$ cat src/rtl/jt51_seq_pkg.sv
// Shared constants and types for the JT51 accumulator slot sequencer.
// Slot index is {group[1:0], ch[2:0]}.
package jt51_seq_pkg;

    localparam int SLOTS    = 32;
    localparam int CHANNELS = 8;

    localparam logic [4:0] COMMIT_SLOT = 5'd31;
    localparam logic [4:0] STROBE_SLOT = 5'd16;

    typedef enum logic [1:0] {
        GRP_M1 = 2'd0,
        GRP_M2 = 2'd1,
        GRP_C1 = 2'd2,
        GRP_C2 = 2'd3
    } grp_e;

    typedef struct packed {
        logic [1:0] rl;
        logic [2:0] con;
    } cfg_t;

endpackage

$ cat src/rtl/jt51_cfg_bank.sv
// Double-buffered per-channel {rl, con} table: writes land in the shadow
// copy and are copied to the live copy as a whole on commit.
module jt51_cfg_bank
    import jt51_seq_pkg::*;
(
    input  logic       clk,
    input  logic       rst,
    input  logic       wr_en_i,
    input  logic [2:0] wr_ch_i,
    input  logic [4:0] wr_cfg_i,
    input  logic       commit_i,
    input  logic [2:0] rd_idx_i,
    output logic [4:0] rd_cfg_o,
    output logic       pending_o
);

    cfg_t shadow_q [CHANNELS];
    cfg_t shadow_d [CHANNELS];
    cfg_t live_q   [CHANNELS];
    cfg_t live_d   [CHANNELS];
    logic pending_q, pending_d;

    always_comb begin
        shadow_d = shadow_q;
        if (wr_en_i) begin
            shadow_d[wr_ch_i] = cfg_t'(wr_cfg_i);
        end
        live_d = live_q;
        if (commit_i) begin
            live_d = shadow_d;
        end
        pending_d = pending_q;
        if (commit_i) begin
            pending_d = 1'b0;
        end else if (wr_en_i) begin
            pending_d = 1'b1;
        end
    end

    // Bypass on commit so the first slot of a new frame already sees the
    // freshly committed entry, including a write landing on that same cycle.
    always_comb begin
        rd_cfg_o = commit_i ? shadow_d[rd_idx_i] : live_q[rd_idx_i];
    end

    assign pending_o = pending_q;

    always_ff @(posedge clk) begin
        if (rst) begin
            shadow_q  <= '{default: '0};
            live_q    <= '{default: '0};
            pending_q <= 1'b0;
        end else begin
            shadow_q  <= shadow_d;
            live_q    <= live_d;
            pending_q <= pending_d;
        end
    end

endmodule

$ cat src/rtl/jt51_acc_seq.sv
// 32-slot frame sequencer for the JT51 accumulator: group markers, op31 flag,
// sample strobe and frame-aligned per-channel pan/connection.
module jt51_acc_seq
    import jt51_seq_pkg::*;
(
    input  logic       rst,
    input  logic       clk,
    input  logic       cen,
    input  logic       resync,
    input  logic       wr_en,
    input  logic [2:0] wr_ch,
    input  logic [1:0] wr_rl,
    input  logic [2:0] wr_con,
    output logic [4:0] slot,
    output logic       m1_enters,
    output logic       m2_enters,
    output logic       c1_enters,
    output logic       c2_enters,
    output logic       op31_acc,
    output logic [1:0] rl_I,
    output logic [2:0] con_I,
    output logic       sample_stb,
    output logic       cfg_pending
);

    logic [4:0] cnt_q, cnt_d;
    logic       commit;
    logic [4:0] rd_cfg_raw;
    cfg_t       rd_cfg;

    logic [4:0] slot_q;
    logic       m1_q, m2_q, c1_q, c2_q, op31_q, stb_q;
    logic [1:0] rl_q;
    logic [2:0] con_q;

    // cnt starts at 31 so the first cen both enters slot 0 and commits.
    always_comb begin
        cnt_d  = cnt_q;
        commit = 1'b0;
        if (cen) begin
            cnt_d  = resync ? 5'd0 : cnt_q + 5'd1;
            commit = resync || (cnt_q == COMMIT_SLOT);
        end
    end

    jt51_cfg_bank u_cfg_bank (
        .clk       (clk),
        .rst       (rst),
        .wr_en_i   (wr_en),
        .wr_ch_i   (wr_ch),
        .wr_cfg_i  ({wr_rl, wr_con}),
        .commit_i  (commit),
        .rd_idx_i  (cnt_d[2:0]),
        .rd_cfg_o  (rd_cfg_raw),
        .pending_o (cfg_pending)
    );

    assign rd_cfg = cfg_t'(rd_cfg_raw);

    always_ff @(posedge clk) begin
        if (rst) begin
            cnt_q  <= COMMIT_SLOT;
            slot_q <= 5'd0;
            m1_q   <= 1'b0;
            m2_q   <= 1'b0;
            c1_q   <= 1'b0;
            c2_q   <= 1'b0;
            op31_q <= 1'b0;
            stb_q  <= 1'b0;
            rl_q   <= 2'd0;
            con_q  <= 3'd0;
        end else begin
            stb_q <= 1'b0;
            if (cen) begin
                cnt_q  <= cnt_d;
                slot_q <= cnt_d;
                m1_q   <= (cnt_d[4:3] == GRP_M1);
                m2_q   <= (cnt_d[4:3] == GRP_M2);
                c1_q   <= (cnt_d[4:3] == GRP_C1);
                c2_q   <= (cnt_d[4:3] == GRP_C2);
                op31_q <= (cnt_d == COMMIT_SLOT);
                stb_q  <= (cnt_d == STROBE_SLOT);
                rl_q   <= rd_cfg.rl;
                con_q  <= rd_cfg.con;
            end
        end
    end

    assign slot       = slot_q;
    assign m1_enters  = m1_q;
    assign m2_enters  = m2_q;
    assign c1_enters  = c1_q;
    assign c2_enters  = c2_q;
    assign op31_acc   = op31_q;
    assign sample_stb = stb_q;
    assign rl_I       = rl_q;
    assign con_I      = con_q;

endmodule

$ cat config.mk
export PLATFORM = sky130hd
export DESIGN_NAME = jt51_acc_seq
export DESIGN_NICKNAME = d
export VERILOG_FILES = /design/src/rtl/jt51_seq_pkg.sv /design/src/rtl/jt51_cfg_bank.sv /design/src/rtl/jt51_acc_seq.sv
export SDC_FILE = /design/constraint.sdc
export NUM_CORES = 1
export LEC_CHECK = 0
export CORE_ASPECT_RATIO = 1.1
export CORE_MARGIN = 3
export CORE_UTILIZATION = 35
export CTS_CLUSTER_SIZE = 24
export DETAILED_ROUTE_END_ITERATION = 10
export PLACE_DENSITY_LB_ADDON = 0.08
export SYNTH_ARGS = -nofsm -noshare
export SYNTH_HDL_FRONTEND = slang
export SYNTH_HIERARCHICAL = 1
export SYNTH_SLANG_ARGS = --single-unit
$ cat constraint.sdc
create_clock -name clk -period 5.2 [get_ports clk]
set_clock_uncertainty 0.05 [all_clocks]
set_input_delay 0.52 -clock clk [delete_from_list [all_inputs] [get_ports clk]]
set_output_delay 0.52 -clock clk [all_outputs]
set_load 0.01 [all_outputs]
==> reports/metrics.yaml <==
status: "completed"
grt_pass1_wl_mm: 20.1
routed_via_density: 5.44
dr.pass1.iters: 5
netlist_area_um2: 4830
cts_htree_levels: 3
die_y_um: 129
synth_seq_cells: 102
cts_tree: "done"
numCtsBuffers: 9
clkPwrFrac_pct: 37.4
clk_pin_slew_ns: 0.07
grt_pass1_vias: 3474
root_buffer: "clkbuf_16"
ys_seq_area_share_pct: 42.2
avgRoutedWirePerCell_um: 18.3
clock-sinks: 102
gp_congestion: 0.774
gr-usage-all-layers_pct: 16.9
hold_violations: 0
p_int_mw: 1.35
drt_wl_total_mm: 12.6
final_nets: 514
setup-tns-final_ns: 0
dp_hpwl_mm: 8.47
critical_path_arrival_ns: 3.65
initial_utilization_pct: 36.1
maxSlewViolCount: 0
hold_buffers: 0
ant_nets: 0
post_cts_resize_count: 0
irDropWorstVdd_uv: 169
switching_share_pct: 26.8
crit_path_max_fanout: 24
p_switching_mw: 0.494
dieWidth_um: 118
grt_max_degree: 103
synthCells: 500
core_region_area_um2: 13400
synthDistinctLibCells: 63
dpl-instance-area_um2: 5160
finalCritPeriodShare_pct: 67.5
setup_viol: 0
placed_cells: 672
cap_violations: 0
power_leakage_nw: 2.00
io_pins: 30
avgSynthCellArea_um2: 9.67
rsz0062_at_grt: "false"
diodes: 0
worstMarginPinSlew_ns: 1.14
holdWs_ns: 0.423
clock_path_buffers: 2
power_density_nw_per_um2: 338
clk_latency_ns: 0.34
worstSetupStartpointType: "input port"
syn_nets: 515
max_freq_mhz: 285
cts_setup_buffers: 0
rows: 44
comb_power_share_pct: 16.4
die-area_um2: 15300
end_kind: "flop"
first_iter_violations: 399
num_vias: 3743
path_class: "input port to flop"
relSlewSlack_pct: 23.6
fin_crit_ns: 3.51
fillers: 1318
overflow: 0
yosys_warnings: 6
antenna_found_initial: 0
p_seq_share_pct: 46.2
fin_area_um2: 5460
area_growth_syn_to_layout_pct: 12.9
drive_above_1_share_pct: 11.1
final_cells: 688
hp-class: "flop to flop"
cp.required_ns: 5.34
drc: 0
portBuffers: 29
[state kept, by name, indices dropped and copies added (netlist names)]
| register | count |
|---|---|
| c1_enters | 1 |
| c2_enters | 1 |
| cnt_q | 5 |
| con_I | 3 |
| m1_enters | 1 |
| m2_enters | 1 |
| op31_acc | 1 |
| rl_I | 2 |
| sample_stb | 1 |
| slot | 5 |
| u_cfg_bank/live_q | 40 |
| u_cfg_bank/pending_o | 1 |
| u_cfg_bank/shadow_q | 40 |
[path summary, 6_finish.rpt]
check | from | endpoint | slack [ns] | depth (start not counted)
worst max-delay path | cen | con_I[2] | 1.69 | 12
worst min-delay path | cnt_q[4] | cnt_q[4] | 0.42 | 1
worst max register to register | cnt_q[0] | con_I[2] | 2.22 | 9
worst min register to register | cnt_q[4] | cnt_q[4] | 0.42 | 1
[cell usage after synthesis (all sizes together)]
cell,count,area [µm²]
nor2,113,439
dfxtp,102,2040
mux2i,47,474
a211oi,43,333
clkbuf,23,86.3
buf,21,155
nor3,17,96.4
o21ai,16,80.1
a21oi,12,60.1
mux4,10,225
nand2,9,33.8
a22oi,8,65.1
nor2b,7,46.3
o32ai,6,60.1
a211o,5,43.8
inv,5,21.3
o311a,5,50.1
a222oi,4,40.0
o2111a,4,45.0
o221ai,4,35.0
xnor2,4,35.0
and3,3,20.0
nand2b,3,18.8
nand3,3,20.0
nand3b,3,35.0
and2,2,17.5
and4bb,2,25.0
ha,2,25.0
nand4,2,27.5
nand4b,2,47.6
or2,2,12.5
a21o,1,7.51
a221oi,1,15.0
a31oi,1,6.26
a32oi,1,8.76
and2b,1,7.51
and4b,1,11.3
nand4bb,1,11.3
nor4b,1,23.8
or3b,1,8.76
or4b,1,10.0
xor2,1,8.76
[power by group through the flow]
stage | registers, mW | clock network (mW) | logic (mW)
3_3_place_gp | 0.871 | 0 | 0.300
2_1_floorplan | 0.864 | 0 | 0.223
5_1_grt | 0.857 | 0.746 | 0.333
3_5_place_dp | 0.870 | 0 | 0.303
4_1_cts | 0.853 | 0.717 | 0.303
6_report | 0.853 | 0.691 | 0.302
[cell type report]
cell class / instances / area [µm²] / share of cell area (%)
clock inverter: 3 / 42.5 / 0.779
multi-input combinational: 349 / 2540 / 46.5
clock buffer: 13 / 260 / 4.77
timing repair buffer: 32 / 323 / 5.91
tap: 184 / 230 / 4.22
sequential: 102 / 2040 / 37.4
inverter: 5 / 21.3 / 0.390
[critical path, stage by stage]
cell and delay [ns]:
clkdlybuf4s50_1 0.90, nand2b_1 0.21, nor2_1 0.18, a21o_1 0.10
buf_4 0.35, inv_2 0.25, nor3_1 0.26, o21ai_0 0.11
o2111a_1 0.21, o311a_1 0.33, mux2i_1 0.13, nor2_1 0.05
[cells in the final DEF, fill, tap and decap left out, types with 2 or more instances in the layout]
master / instances
a222oi_1: 4
nand3b_1: 2
nor2b_1: 6
nor2_2: 3
o21ai_0: 14
o311a_1: 5
nor2_4: 2
o2111a_1: 4
mux4_2: 10
nor2_1: 108
a211oi_2: 2
o32ai_1: 5
o221ai_1: 4
and3_1: 2
a22oi_1: 7
mux2i_1: 46
ha_1: 2
inv_1: 3
a21oi_1: 12
nand3_1: 2
clkbuf_8: 2
buf_4: 3
clkbuf_16: 9
clkdlybuf4s50_1: 28
a211o_1: 5
nor3_1: 16
clkbuf_1: 2
nand2b_1: 3
xnor2_1: 4
a211oi_1: 41
nand2_1: 9
dfxtp_1: 102
and2_4: 2
nand4b_4: 2
[stage by stage]
step	setup WS, ns	power (mW)	utilization, %
3_5_place_dp	1.37	1.17	38.6
3_3_place_gp	1.37	1.17	38.6
2_1_floorplan	2.74	1.09	-
4_1_cts	1.73	1.87	40.8
6_report	1.69	1.85	40.8
5_1_grt	1.47	1.94	40.8
[routing by layer]
| metal | vias to the layer above | share of wire, % | GRT usage, % |
|---|---|---|---|
| li1 | 1828 | - | - |
| met1 | 1804 | 48 | 23.6 |
| met2 | 93 | 46 | 26.3 |
| met3 | 18 | 3.5 | 2.71 |
| met4 | 0 | 2.2 | 7.10 |
| met5 | - | 0 | 0 |
[cell families after synthesis]
kind of cell,count (synthesis),synth area share (%)
adders and majority gates,2,0.518
AOI/OAI and AO/OA,111,17.6
muxes,57,14.5
buffers and inverters,49,5.43
xor gates and xnor gates,5,0.906
DFF,102,42.2
and+or+nand+nor,174,18.9
Note: power is estimated with default switching activity, not from simulation.
